`config.mk`:
```
export PLATFORM = sky130hd
export DESIGN_NAME = up_down_counter
export DESIGN_NICKNAME = d
export VERILOG_FILES = /design/src/rtl/up_down_counter_pkg.sv /design/src/rtl/up_down_counter.sv
export SDC_FILE = /design/constraint.sdc
export NUM_CORES = 1
export LEC_CHECK = 0
export CAP_MARGIN = 25
export CORE_AREA = 4 4 41 43
export CTS_CLUSTER_SIZE = 10
export DETAILED_ROUTE_END_ITERATION = 10
export DIE_AREA = 0 0 45 47
export PLACE_DENSITY = 0.42
export SLEW_MARGIN = 20
export SYNTH_ARGS = -nofsm -noshare
export SYNTH_HDL_FRONTEND = slang
export SYNTH_SLANG_ARGS = --single-unit
```
`constraint.sdc`:
```
create_clock -name clk -period 1.9 [get_ports clk]
set_clock_uncertainty 0.15 [all_clocks]
set_input_delay 0.38 -clock clk [delete_from_list [all_inputs] [get_ports clk]]
set_output_delay 0.38 -clock clk [all_outputs]
set_load 0.05 [all_outputs]
```
`src/rtl/up_down_counter_pkg.sv`:
```
// Shared constants for the up/down counter: encoding of the direction select.
package up_down_counter_pkg;

  // Direction select values driven on the mode input
  localparam logic MODE_UP   = 1'b0;
  localparam logic MODE_DOWN = 1'b1;

endpackage : up_down_counter_pkg

```
`src/rtl/up_down_counter.sv`:
```
// Free-running modulo-2^WIDTH up/down counter.
// mode selects the direction every cycle; tc flags the cycle before a wrap.
module up_down_counter
  import up_down_counter_pkg::*;
#(
  parameter int WIDTH     = 3,
  parameter int RESET_VAL = 0
) (
  input  logic             clk,
  input  logic             rst,
  input  logic             mode,
  output logic [WIDTH-1:0] count,
  output logic             tc
);

  localparam logic [WIDTH-1:0] RST_COUNT = WIDTH'(RESET_VAL);
  localparam logic [WIDTH-1:0] ONE       = WIDTH'(1);
  localparam logic [WIDTH-1:0] ALL_ONES  = {WIDTH{1'b1}};
  localparam logic [WIDTH-1:0] ZERO      = '0;

  logic [WIDTH-1:0] step;
  logic [WIDTH-1:0] count_next;

  // Single adder: adding all-ones is a decrement modulo 2^WIDTH, so one adder covers both directions
  always_comb begin
    step       = (mode == MODE_DOWN) ? ALL_ONES : ONE;
    count_next = count + step;
  end

  // Count register: synchronous reset wins over mode, otherwise step every edge
  always_ff @(posedge clk) begin
    if (rst) begin
      count <= RST_COUNT;
    end else begin
      count <= count_next;
    end
  end

  // Terminal count: the value that will wrap on the next edge in the current direction
  always_comb begin
    if (mode == MODE_UP) begin
      tc = (count == ALL_ONES);
    end else begin
      tc = (count == ZERO);
    end
  end

endmodule : up_down_counter

```
==> metrics.yaml <==
run_status:
  status: "finished clean"
clock_tree:
  cts.sinks: 3
  ctsHoldBuffers: 0
  cts_root_buf: "clkbuf_4"
  cts_made_buffers: 3
  clock_path_buffers: 2
  cts_tree: "yes"
  path_clk_slew_ns: 0.03
  clock_latency_ns: 0.23
  htreeDepth: 1
  post_cts_buffers: 0
placement:
  port_buffers: 6
  post-dp-hpwl_um: 247
  place_area_um2: 251
  gp_congestion: 0.681
  dp.cells: 36
logic_synthesis:
  synth_ff_type: "dfxtp_1"
  syn_nets: 18
  yosysUniqueCellTypes: 8
  synthArstFlopShare: 0
  synth-seq-area-share: 0.407
  ys_warn_count: 0
  synthTopCellsByArea: "dfxtp_1, xor3_1, fa_1"
  synthCells: 14
  synth_seq_cells: 3
  synth_edf_count: 0
  synth_common_cells: "dfxtp_1, inv_1, nor2_1"
  syn_area_per_cell_um2: 10.5
  yosys.area.top_type: "dfxtp_1"
  synth_top_area_share: 0.407
  syn_area_um2: 148
timing:
  tightest_slew_ns: 0.222
  whs_ns: 0.287
  setup_violations: 0
  fmax_ghz: 0.531
  final_max_slew_viol_count: 0
  rsz0062_at_grt: "true"
  period_share: 0.991
  finalHoldViolCount: 0
  relSlewSlack: 0.852
  timing.final.crit_period_ns: 1.88
detailed_routing:
  dr.pass1.iters: 1
  drt-vias-per-instance: 3.40
  drc: 0
  route.detailed.wl_per_inst_um: 7.60
  antenna_left: 0
  drt_iter0_drc: 0
  via_count: 136
  drt-total-wl_um: 304
critical_path:
  crit_end: "tc"
  crit_arrival_ns: 1.35
  required_ns: 1.37
  worstSetupEndpointType: "primary output"
  reg2reg_slack_ns: 0.56
  reg2regPathDepth: 4
  cp-startpoint: "count[0]"
  start_kind: "flop"
  timing.rr.start: "count[0]"
  cp_max_fo: 4
  crit_type: "reg2out"
  r2r_end: "count[2]"
cells_and_area:
  layout.cells.non_filler: 40
  top_register: "count"
  drive_gt1_frac: 0.480
  area_growth_pct: 90.7
  fin_area_um2: 282
  top_regs: "count (3)"
  largest_register_ffs: 3
  fin_util: 0.216
  nets: 30
  n_antenna_cell: 0
floorplan:
  chipWidth_um: 45
  io_pins: 7
  core-area_mm2: 0.00130
  start_util: 0.113
  dieArea_mm2: 0.00212
  die_h_um: 47
  num_rows: 13
worst_hold_path:
  min_path_type: "reg2reg"
grt:
  first_global_vias: 139
  overflow: 0
  track_usage: 0.0459
  antenna_found_initial: 0
  grt_pass1_wl_um: 607
  grt_max_degree: 5
power:
  combPwrFrac: 0.402
  power_uw: 327
  power.leakage_nw: 0.125
  clkPwrFrac: 0.329
  max-vdd-ir-drop_v: 0.000516
  p_int_uw: 212
  switching_share: 0.352
  pwr-share-seq: 0.269
  power.switching_uw: 115
  powerDensity_mw_per_mm2: 1160
flow_run:
  drv_cap: 0
cell type report:
cell class / instances / area (um2)
flip-flops and latches: 3 / 62.6
well taps: 15 / 18.8
repair buffers: 7 / 68.8
fillers: 149 / 1020
clock buffers: 4 / 26.3
inverters: 3 / 11.3
multi-input cells: 8 / 93.8
kinds of logic (layout without fill, tap and decap cells):
family          count (synthesis)  count (layout)  synth area share
simple gates                    5               5             0.169
flops                           3               3             0.407
buf+inv                         3              14            0.0763
fa+ha+maj                       1               1             0.136
compound gates                  1               1            0.0509
xor+xnor                        1               1             0.161
per-stage QoR:
stage,setup TNS (ns),setup WS (ns)
floorplan,0,0.0277
finish,0,0.0178
CTS,0,0.00101
global placement,-0.273,-0.232
global route,-0.0292,-0.0292
detailed placement,-0.320,-0.244
metal layers:
metal	vias up	part of all wire	routed length, um	GRT usage
met5	-	0	0	0
met4	0	0.020	6	0.0175
met3	2	0.21	63	0.0613
met2	9	0.31	95	0.0480
met1	58	0.46	139	0.0503
li1	67	-	-	-
cell usage in the layout (no fill, tap or decap), types with 2 or more instances in the layout:
| cell | instances |
|---|---|
| nor2_1 | 3 |
| inv_1 | 3 |
| dfxtp_2 | 2 |
| clkbuf_4 | 3 |
| buf_4 | 4 |
worst min-delay path by stage:
stage | startpoint | to | slack [ns] | cells after the start
2_1_floorplan | rst | count[0] | 0.29 | 1
3_3_place_gp | count[0] | count[0] | 0.27 | 1
3_5_place_dp | count[0] | count[0] | 0.28 | 1
4_1_cts | count[0] | count[0] | 0.29 | 1
5_1_grt | count[0] | count[0] | 0.32 | 1
6_report | count[0] | count[0] | 0.29 | 1
critical path: stages (launching register included):
cell,delay (ns)
dfxtp_2,0.33
or4b_4,0.54
o31ai_4,0.08
buf_12,0.17
what timing repair did:
item / 4_1_cts / 5_1_grt
gates resized for setup: 2 / 1
pin swaps: 0 / 0
endpoints found under the setup margin: 1 / 1
power by group through the flow:
stage	combinational, mW	clock [mW]	sequential, mW
2_1_floorplan	0.0506	0	0.121
3_3_place_gp	0.129	0	0.0858
3_5_place_dp	0.130	0	0.0869
4_1_cts	0.133	0.114	0.0867
5_1_grt	0.140	0.122	0.0913
6_report	0.131	0.107	0.0878
(Power assumes the default switching activity.)
